$ cat config.mk
export PLATFORM = sky130hd
export DESIGN_NAME = jk_excite_driver
export DESIGN_NICKNAME = d
export VERILOG_FILES = /design/src/rtl/jk_excite_driver.sv
export SDC_FILE = /design/constraint.sdc
export NUM_CORES = 1
export LEC_CHECK = 0
export CORE_MARGIN = 3
export CORE_UTILIZATION = 24
export CTS_CLUSTER_DIAMETER = 200
export DETAILED_ROUTE_END_ITERATION = 10
export HOLD_SLACK_MARGIN = 0.06
export SLEW_MARGIN = 20
export SYNTH_ARGS = -nofsm -noshare
export SYNTH_HDL_FRONTEND = slang
export SYNTH_SLANG_ARGS = --single-unit
$ cat constraint.sdc
create_clock -name clk -period 2.47 [get_ports clk]
set_clock_uncertainty 0.15 [all_clocks]
set_input_delay 0.3705 -clock clk [delete_from_list [all_inputs] [get_ports clk]]
set_output_delay 0.3705 -clock clk [all_outputs]
set_load 0.02 [all_outputs]
$ cat src/rtl/jk_excite_driver.sv
// Buffers target states for an external J-K flop bank and emits the J/K excitation that moves it there.
// Define JK_TOGGLE_EN to drive changing bits with J=K=1 (toggle) instead of set/reset encoding.
module jk_excite_driver #(
    parameter int WIDTH = 4,
    parameter int DEPTH = 4
) (
    input  logic                       clk,
    input  logic                       clr,
    input  logic [WIDTH-1:0]           tgt,
    input  logic                       tgt_valid,
    output logic                       tgt_ready,
    input  logic                       adv,
    output logic [WIDTH-1:0]           j_out,
    output logic [WIDTH-1:0]           k_out,
    output logic                       jk_valid,
    input  logic [WIDTH-1:0]           q_fb,
    output logic [WIDTH-1:0]           q_shadow,
    output logic                       err,
    output logic [$clog2(DEPTH):0]     level
);

    localparam int PW = $clog2(DEPTH);
    localparam int LW = PW + 1;
    localparam logic [LW-1:0] FULL = LW'(DEPTH);

    logic [WIDTH-1:0] mem [DEPTH];
    logic [PW-1:0]    wr_ptr;
    logic [PW-1:0]    rd_ptr;
    logic             push;
    logic             pop;
    logic [WIDTH-1:0] head;
    logic [WIDTH-1:0] j_next;
    logic [WIDTH-1:0] k_next;
    logic [WIDTH-1:0] exp_q;
    logic             chk;

    assign tgt_ready = (level != FULL);
    assign push      = tgt_valid && tgt_ready;
    assign pop       = adv && (level != '0);
    assign head      = mem[rd_ptr];

    // Inverse J-K characteristic: only bits that change state need a non-zero J/K.
    always_comb begin
        j_next = '0;
        k_next = '0;
`ifdef JK_TOGGLE_EN
        j_next = q_shadow ^ head;
        k_next = q_shadow ^ head;
`else
        j_next = ~q_shadow & head;
        k_next = q_shadow & ~head;
`endif
    end

    always_ff @(posedge clk) begin
        if (push) begin
            mem[wr_ptr] <= tgt;
        end
    end

    always_ff @(posedge clk or posedge clr) begin
        if (clr) begin
            wr_ptr <= '0;
            rd_ptr <= '0;
            level  <= '0;
        end else begin
            if (push) begin
                wr_ptr <= wr_ptr + 1'b1;
            end
            if (pop) begin
                rd_ptr <= rd_ptr + 1'b1;
            end
            case ({push, pop})
                2'b10:   level <= level + 1'b1;
                2'b01:   level <= level - 1'b1;
                default: level <= level;
            endcase
        end
    end

    // Outputs hold between pops; jk_valid marks the single cycle the flops should be clocked.
    always_ff @(posedge clk or posedge clr) begin
        if (clr) begin
            j_out    <= '0;
            k_out    <= '0;
            jk_valid <= 1'b0;
            q_shadow <= '0;
        end else begin
            jk_valid <= pop;
            if (pop) begin
                j_out    <= j_next;
                k_out    <= k_next;
                q_shadow <= head;
            end
        end
    end

    // The flops latch one edge after jk_valid, so their Q is compared one edge later still.
    always_ff @(posedge clk or posedge clr) begin
        if (clr) begin
            exp_q <= '0;
            chk   <= 1'b0;
            err   <= 1'b0;
        end else begin
            chk <= jk_valid;
            if (jk_valid) begin
                exp_q <= q_shadow;
            end
            if (chk && (q_fb != exp_q)) begin
                err <= 1'b1;
            end
        end
    end

endmodule

==> impl_metrics.yaml, run 1 <==
power_and_ir_drop:
  p_leak_nw: 0.939
  vdd_drop_max_uv: 500
  fin_total_pwr_mw: 2.77
  power-per-cell-area_nw_per_um2: 1220
worst_setup_path:
  crit_required_ns: 2.54
  worst-path-stages: 9
  critPathMaxStageDelay_ns: 0.44
  r2r_end: "level[2]$_DFFE_PP0P_"
  worstSetupPathType: "register to register"
  r2r_setup_slack_ns: 0.16
  worstPathCellList: "or3b_4 -> and2_4 -> inv_1 -> ha_1 -> inv_1 -> fa_1 -> xor2_1 -> nor2_1 -> xor2_1"
  cp-end-kind: "register"
  cp_top_family: "simple AND/OR/NAND/NOR gates"
  cp_slowest_cell: "or3b_4"
  cp-startpoint: "level[1]$_DFFE_PP0P_"
  r2r_start: "level[1]$_DFFE_PP0P_"
  path_buf_inv: 2
  crit_arrival_ns: 2.38
  critPathMaxFanout: 6
  worstRegToRegCells: 9
  critical_path.endpoint: "level[2]$_DFFE_PP0P_"
  cp-start-kind: "register"
timing:
  worst_pin_slew_ns: 0.338
  rsz0062_at_grt: "no"
  finalHoldViolations: 0
  clock.fmax_mhz: 432
  finalCritPeriodShare_pct: 93.6
  drv_slew: 0
  whs_ns: 0.275
  fin_crit_ns: 2.31
  fin_tns_setup_ns: 0
  slew_headroom_pct: 77.5
  setup_viol: 0
routing:
  dr.pass1.iters: 4
  post_drt_wl_per_cell_microns: 11.5
  drc_errors: 0
  vias: 1000
  routed_via_density: 3.88
  wirelength_microns: 2970
  drtAntennaViolNets: 0
  drtIter0Drc: 33
logic_synthesis:
  synth_edf_count: 16
  synthAdderAreaFrac_pct: 4.79
  synth_warnings: 0
  synthesis.instances: 121
  synth_ff_type: "dfrtp_1"
  synthArstFlopShare_pct: 61.9
  synth_top_family_by_area: "multiplexers"
  yosysSeqAreaShare_pct: 65.6
  syn_area_per_cell_sq_um: 14.2
  netlist_area_sq_um: 1720
  synth_xor_xnor_area_share_pct: 5.08
  yosysUniqueCellTypes: 23
  yosys.area_share.simple_pct: 8.64
  syn_nets: 139
  synth_compound_gate_area_share_pct: 4.35
  synthMuxAreaShare_pct: 9.07
  ys_ff_latch: 42
layout:
  area.growth.synth_to_final_pct: 32.1
  diodes: 0
  layout.nets: 179
  final_cell_mix: "29 x clkdlybuf4s50_1, 26 x dfrtp_1, 21 x nand2_1"
  n_fill_cell: 682
  final_cells: 258
  drive_gt1_share_pct: 16.7
  final_common_cell: "clkdlybuf4s50_1"
run:
  maxCapViolCount: 0
placement:
  globalplace.congestion: 0.688
  placedCellCount: 248
  dpl.hpwl_microns: 2190
  io_buffers: 29
grt:
  first_global_vias: 1047
  grt_pass1_wl_microns: 5040
  antenna_found_initial: 0
  grt_max_degree: 27
  track_usage_pct: 7.69
  grt.overflow.total: 0
clock_tree:
  clock_path_buffers: 2
  clk_pin_slew_ns: 0.08
  postCtsHoldBufs: 0
  cts_resized: 0
  cts-root-buf: "clkbuf_8"
  clkSinkCount: 42
  clk_latency_ns: 0.29
  cts_tree: "yes"
  htreeDepth: 2
  numCtsBuffers: 5
floorplanning:
  rows: 30
  dieHeight_microns: 90.8
  die_area_sq_um: 8240
  die_x_microns: 90.8
  ioPinCount: 30
  core-area_sq_um: 6870
  initial_core_util_pct: 25.1
outcome:
  outcome: "finished clean"
hold_path:
  hold_path.class: "input pin to asynchronous set/reset pin"
==> worst reg2reg max path, delay by kind of cell (launching register included) <==
kind | cells | cell delay (ns)
simple gates | 3 | 0.74
fa+ha+maj | 2 | 0.54
flops | 1 | 0.42
xor+xnor | 2 | 0.30
buf+inv | 2 | 0.11
==> how the worst min path moves through the flow <==
stage                       start               endpoint  slack, ns  cells after the start
floorplan                     clr          chk$_DFF_PP0_       0.26                      1
global placement    chk$_DFF_PP0_        err$_DFFE_PP0P_       0.29                      1
detailed placement  chk$_DFF_PP0_        err$_DFFE_PP0P_       0.29                      1
CTS                           clr  wr_ptr[0]$_DFFE_PP0P_       0.28                      3
global route                  clr  wr_ptr[0]$_DFFE_PP0P_       0.34                      3
finish                        clr  wr_ptr[0]$_DFFE_PP0P_       0.28                      3
==> cells by family after synthesis <==
family                   Yosys count
flip-flops                        42
buffers and inverters             10
AND/OR/NAND/NOR                   33
adder cells (fa/ha/maj)            6
AO/OA/AOI/OAI                     10
XOR/XNOR                          10
multiplexers                      10
==> Yosys cell counts (2+ instances only) <==
cell | count | share of area, %
dfrtp_1 | 26 | 38
nand2_1 | 21 | 4.6
edfxtp_1 | 16 | 28
xnor2_1 | 8 | 4.1
inv_1 | 7 | 1.5
ha_1 | 5 | 3.6
mux2_2 | 5 | 3.3
nor2_1 | 5 | 1.1
a22o_1 | 4 | 2.0
and3_1 | 4 | 1.5
mux4_2 | 4 | 5.2
o21ai_0 | 4 | 1.2
xor2_1 | 2 | 1.0
==> per-stage QoR <==
| stage | worst slack [ns] | util [%] | area, sq um |
|---|---|---|---|
| after floorplan | 0.0924 | - | 1720 |
| after global placement | 0.200 | 31.3 | 2150 |
| after detailed placement | 0.149 | 31.3 | 2150 |
| after CTS | 0.130 | 32.9 | 2260 |
| after global routing | 0.00713 | 33.2 | 2280 |
| final | 0.157 | 33.2 | 2280 |
==> layer usage <==
metal / up-vias / global-route usage (%) / wire length, microns
met4: 0 / 2.30 / 22
met1: 480 / 9.92 / 1430
met2: 24 / 11.2 / 1320
li1: 494 / - / -
met3: 2 / 4.00 / 202
met5: - / 0 / 0
==> where the power goes <==
| part | total [mW] | switching (mW) | internal (mW) |
|---|---|---|---|
| clock | 0.504 | 0.222 | 0.282 |
| sequential | 1.17 | 0.194 | 0.979 |
| combinational | 1.10 | 0.517 | 0.580 |
==> sequential cells by signal, summed over array words and instances (netlist names) <==
register / count
chk: 1
wr_ptr: 2
q_shadow: 4
level: 3
rd_ptr: 2
err: 1
j_out: 4
k_out: 4
exp_q: 4
jk_valid: 1
mem: 16
==> timing repair <==
| action | in CTS | in global routing |
|---|---|---|
| endpoints found under the hold margin | 0 | 0 |
| setup buffers | 0 | 2 |
| setup endpoints to repair | 0 | 1 |
==> final cells by class <==
| cell class | instances | area [sq um] | share of cell area, % |
|---|---|---|---|
| multi-input combinational | 69 | 551 | 24.2 |
| sequential | 42 | 1130 | 49.7 |
| clock buffer | 8 | 110 | 4.84 |
| inverter | 8 | 30.0 | 1.32 |
| tap | 96 | 120 | 5.27 |
| timing repair buffer | 35 | 335 | 14.7 |
(Power assumes the default switching activity.)
==> inputs of run 2 (changes only) <==
--- a/config.mk
+++ b/config.mk
@@ -5,6 +5,7 @@
 export SDC_FILE = /design/constraint.sdc
 export NUM_CORES = 1
 export LEC_CHECK = 0
+export CORE_ASPECT_RATIO = 2
 export CORE_MARGIN = 3
 export CORE_UTILIZATION = 24
 export CTS_CLUSTER_DIAMETER = 200
==> impl_metrics.yaml, run 2 (same netlist as run 1, synthesis figures left out) <==
outcome:
  outcome: "finished clean"
worst_setup_path:
  worstPathCellList: "or3b_4 -> and2_4 -> inv_1 -> ha_1 -> inv_1 -> fa_1 -> xor2_1 -> nor2_1 -> xor2_1"
  path_buf_inv: 2
  crit_arrival_ns: 2.38
  worstRegToRegCells: 9
  worstSetupPathType: "register to register"
  cp-end-kind: "register"
  r2r_end: "level[2]$_DFFE_PP0P_"
  critPathMaxFanout: 6
  cp-start-kind: "register"
  r2r_setup_slack_ns: 0.15
  r2r_start: "level[1]$_DFFE_PP0P_"
  cp_slowest_cell: "or3b_4"
  critPathMaxStageDelay_ns: 0.44
  cp_top_family: "simple AND/OR/NAND/NOR gates"
  crit_required_ns: 2.52
layout:
  largest_reg_flops: 16
  area.growth.synth_to_final_pct: 34.5
  drive_gt1_share_pct: 15.5
  n_fill_cell: 669
  diodes: 0
  final_common_cell: "clkdlybuf4s50_1"
  layout.nets: 178
  largest-register: "mem"
  design_area_sq_um: 2320
  final_cell_mix: "29 x clkdlybuf4s50_1, 26 x dfrtp_1, 21 x nand2_1"
placement:
  globalplace.congestion: 0.733
  dpl_cell_area_sq_um: 2150
  dpl.hpwl_microns: 2350
  io_buffers: 29
grt:
  track_usage_pct: 8.16
  grt_max_degree: 27
  first_global_vias: 1014
  grt.overflow.total: 0
  grt_pass1_wl_microns: 4940
  antenna_found_initial: 0
clock_tree:
  numCtsBuffers: 5
  clkSinkCount: 42
  clk_pin_slew_ns: 0.06
  postCtsHoldBufs: 0
  cts-root-buf: "clkbuf_16"
  cts_resized: 0
  cts_tree: "yes"
  clk_latency_ns: 0.28
  clock_path_buffers: 2
  htreeDepth: 2
  postCtsSetupRepairBufs: 0
routing:
  drtIter0Drc: 17
  post_drt_wl_per_cell_microns: 11.8
  drc_errors: 0
  dr.pass1.iters: 3
  routed_via_density: 3.98
  wirelength_microns: 2970
  vias: 998
  drtAntennaViolNets: 0
power_and_ir_drop:
  p_sw_mw: 0.954
  clkPwrFrac_pct: 24.2
  vdd_drop_max_uv: 426
  pwr-share-comb_pct: 36.5
  power-per-cell-area_nw_per_um2: 1290
  seqPwrFrac_pct: 39.4
  switching_share_pct: 32.0
  p_leak_nw: 0.954
  power.internal_mw: 2.03
timing:
  worst_pin_slew_ns: 0.338
  finalHoldViolations: 0
  rsz0062_at_grt: "no"
  slew_headroom_pct: 77.4
  whs_ns: 0.294
  setup_viol: 0
  fin_tns_setup_ns: 0
  fin_crit_ns: 2.32
  finalCritPeriodShare_pct: 94.1
  drv_slew: 0
  clock.fmax_mhz: 430
floorplanning:
  die_area_sq_um: 8300
  core-area_sq_um: 6940
  ioPinCount: 30
  rows: 43
  initial_core_util_pct: 24.8
  dieHeight_microns: 126
  die_x_microns: 65.9
run:
  maxCapViolCount: 0
hold_path:
  hold_path.class: "input pin to asynchronous set/reset pin"
[run 2: routing by layer]
metal | vias up | track usage, % | share of wire [%]
met4 | 0 | 4.67 | 2.8
met1 | 474 | 8.08 | 35
met2 | 22 | 14.3 | 58
li1 | 496 | - | -
met3 | 6 | 2.77 | 4.6
met5 | - | 0 | 0
[run 2: metrics by stage]
stage                     power, mW  std cells  worst slack, ns  util, %
after floorplan                1.84        121           0.0924        -
after global placement         2.29        243            0.202     31.0
after detailed placement       2.31        243            0.147     31.0
after CTS                      3.04        251            0.127     33.4
after global routing           3.18        251           0.0275     33.4
final                          2.98        251            0.146     33.4
[run 2: power by group through the flow]
stage / logic [mW] / clock network (mW) / registers [mW]
finish: 1.09 / 0.721 / 1.17
global route: 1.20 / 0.771 / 1.21
CTS: 1.11 / 0.743 / 1.18
detailed placement: 1.11 / 0 / 1.20
global placement: 1.10 / 0 / 1.19
floorplan: 0.552 / 0 / 1.29
[run 2: worst max-delay path by stage]
stage                                     from              endpoint  slack [ns]  depth (start not counted)
after floorplan           level[2]$_DFFE_PP0P_  level[2]$_DFFE_PP0P_        0.09                          9
after global placement    level[1]$_DFFE_PP0P_  level[2]$_DFFE_PP0P_        0.20                          9
after detailed placement  level[1]$_DFFE_PP0P_  level[2]$_DFFE_PP0P_        0.15                          9
after CTS                 level[1]$_DFFE_PP0P_  level[2]$_DFFE_PP0P_        0.13                          9
after global routing      level[1]$_DFFE_PP0P_  level[2]$_DFFE_PP0P_        0.03                          9
final                     level[1]$_DFFE_PP0P_  level[2]$_DFFE_PP0P_        0.15                          9
[run 2: area by class of cell]
class / count / area [sq um] / share of cell area (%)
timing repair buffer: 34 / 328 / 14.1
tap: 90 / 113 / 4.86
clock inverter: 2 / 37.5 / 1.62
multi-input combinational: 69 / 551 / 23.7
clock buffer: 6 / 129 / 5.56
inverter: 8 / 30.0 / 1.30
sequential: 42 / 1130 / 48.8
[run 2: worst min-delay path, stage by stage]
cell             delay [ns]
clkdlybuf4s50_1        0.40
inv_1                  0.05
buf_4                  0.31
==> inputs of run 3 (changes only) <==
--- a/config.mk
+++ b/config.mk
@@ -7,7 +7,7 @@
 export LEC_CHECK = 0
 export CORE_ASPECT_RATIO = 2
 export CORE_MARGIN = 3
-export CORE_UTILIZATION = 24
+export CORE_UTILIZATION = 35
 export CTS_CLUSTER_DIAMETER = 200
 export DETAILED_ROUTE_END_ITERATION = 10
 export HOLD_SLACK_MARGIN = 0.06
==> constraint.sdc (replaced) <==
create_clock -name clk -period 2.3 [get_ports clk]
set_clock_uncertainty 0.15 [all_clocks]
set_input_delay 0.345 -clock clk [delete_from_list [all_inputs] [get_ports clk]]
set_output_delay 0.345 -clock clk [all_outputs]
set_load 0.02 [all_outputs]
==> impl_metrics.yaml, run 3 (same netlist as run 1, synthesis figures left out) <==
outcome:
  outcome: "finished clean"
worst_setup_path:
  crit_required_ns: 2.36
  worstSetupPathType: "register to register"
  cp-start-kind: "register"
  cp-end-kind: "register"
  critPathMaxFanout: 5
  crit_arrival_ns: 2.28
grt:
  antenna_found_initial: 0
  track_usage_pct: 11.4
  grt_max_degree: 27
  first_global_vias: 1126
  grt_pass1_wl_microns: 5140
  grt.overflow.total: 0
layout:
  largest_reg_flops: 16
  diodes: 0
  final_common_cell: "clkdlybuf4s50_1"
  drive_gt1_share_pct: 18.9
  area.growth.synth_to_final_pct: 30.2
  layout.nets: 181
  largest-register: "mem"
  final_cell_mix: "29 x clkdlybuf4s50_1, 24 x dfrtp_1, 21 x nand2_1"
  n_fill_cell: 425
timing:
  drv_slew: 0
  fin_crit_ns: 2.22
  slew_headroom_pct: 77.4
  timing.final.ws_setup_ns: 0.0782
  rsz0062_at_grt: "no"
  setup_viol: 0
  clock.fmax_mhz: 450
  finalHoldViolations: 0
  worst_pin_slew_ns: 0.339
  finalCritPeriodShare_pct: 96.6
floorplanning:
  die_area_sq_um: 5860
  rows: 35
  die_x_microns: 55.6
  ioPinCount: 30
  initial_core_util_pct: 36.8
  core-area_sq_um: 4690
  dieHeight_microns: 105
routing:
  post_drt_wl_per_cell_microns: 13.6
  vias: 1040
  drc_errors: 0
  drtAntennaViolNets: 0
  routed_via_density: 4.75
  drtIter0Drc: 5
  dr.pass1.iters: 4
  wirelength_microns: 2980
placement:
  io_buffers: 29
  dp_slack_ns: 0.0192
  dpl.hpwl_microns: 2310
  globalplace.congestion: 0.753
clock_tree:
  clock_path_buffers: 2
  postCtsHoldBufs: 0
  numCtsBuffers: 5
  clk_latency_ns: 0.28
  clk_pin_slew_ns: 0.07
  clkSinkCount: 42
  cts_tree: "yes"
  htreeDepth: 2
  cts-root-buf: "clkbuf_8"
run:
  maxCapViolCount: 0
hold_path:
  hold_path.class: "input pin to asynchronous set/reset pin"
power_and_ir_drop:
  vdd_drop_max_uv: 621
  power-per-cell-area_nw_per_um2: 1350
  p_leak_nw: 0.939
  fin_total_pwr_mw: 3.04
[run 3: cell types whose count changed in the layout (fill, tap and decap cells not counted), moves of 2 or more]
cell and change:
clkbuf_8 +5, clkbuf_16 -5, dfrtp_1 -2, buf_4 +3
dfrtp_2 +2
[run 3: power by group]
group          total (mW)  switching, mW  internal (mW)
combinational        1.23          0.581          0.649
clock               0.555          0.231          0.325
sequential           1.25          0.199           1.05
total                3.04           1.01           2.03
[run 3: final cells by class]
class                   count  area [sq um]  area share (%)
well taps                  55          68.8            3.07
clock buffers               7          76.3            3.40
multi-input cells          69           556            24.7
inverters                   8          30.0            1.34
clock inverters             1          30.0            1.34
repair buffers             37           350            15.6
flip-flops and latches     42          1130            50.5
[run 3: worst paths after layout]
path / start / endpoint / slack (ns) / cells past startpoint
setup / recovery: level[1]$_DFFE_PP0P_ / level[2]$_DFFE_PP0P_ / 0.08 / 9
hold / removal: clr / wr_ptr[0]$_DFFE_PP0P_ / 0.26 / 3
setup reg to reg: level[1]$_DFFE_PP0P_ / level[2]$_DFFE_PP0P_ / 0.08 / 9
hold reg to reg: err$_DFFE_PP0P_ / err$_DFFE_PP0P_ / 0.31 / 1
max in group asynchronous: clr / level[2]$_DFFE_PP0P_ / 1.47 / 3
min in group clk: err$_DFFE_PP0P_ / err$_DFFE_PP0P_ / 0.31 / 1
[run 3: critical path, stage by stage, from the launching register on]
cell and delay, ns:
dfrtp_1 0.39, or3b_4 0.43, and2_4 0.17, inv_1 0.05, ha_2 0.17, inv_1 0.06, fa_2 0.33, xor2_1 0.14
nor2_1 0.11, xor2_1 0.15
[run 3: per-stage QoR]
step	TNS (ns)	utilization [%]	hold WS (ns)	area [sq um]	instances
after floorplan	-0.0100	-	0.235	1730	121
after global placement	0	45.3	0.290	2120	209
after detailed placement	0	45.3	0.301	2120	209
after CTS	0	47.6	0.274	2230	217
after global routing	0	47.9	0.289	2240	219
final	0	47.9	0.260	2240	219
[run 3: metal layers]
layer  part of all wire [%]  global-route usage [%]  up-vias
li1                       -                       -      503
met4                    3.0                    6.26        0
met1                     33                    9.92      506
met2                     60                    22.5       24
met5                      0                       0        -
met3                    4.5                    2.82        7
[run 3: repair_timing]
item / in CTS / in global routing
setup buffers: 0 / 2
gates resized for setup: 0 / 0
setup endpoints to repair: 0 / 1
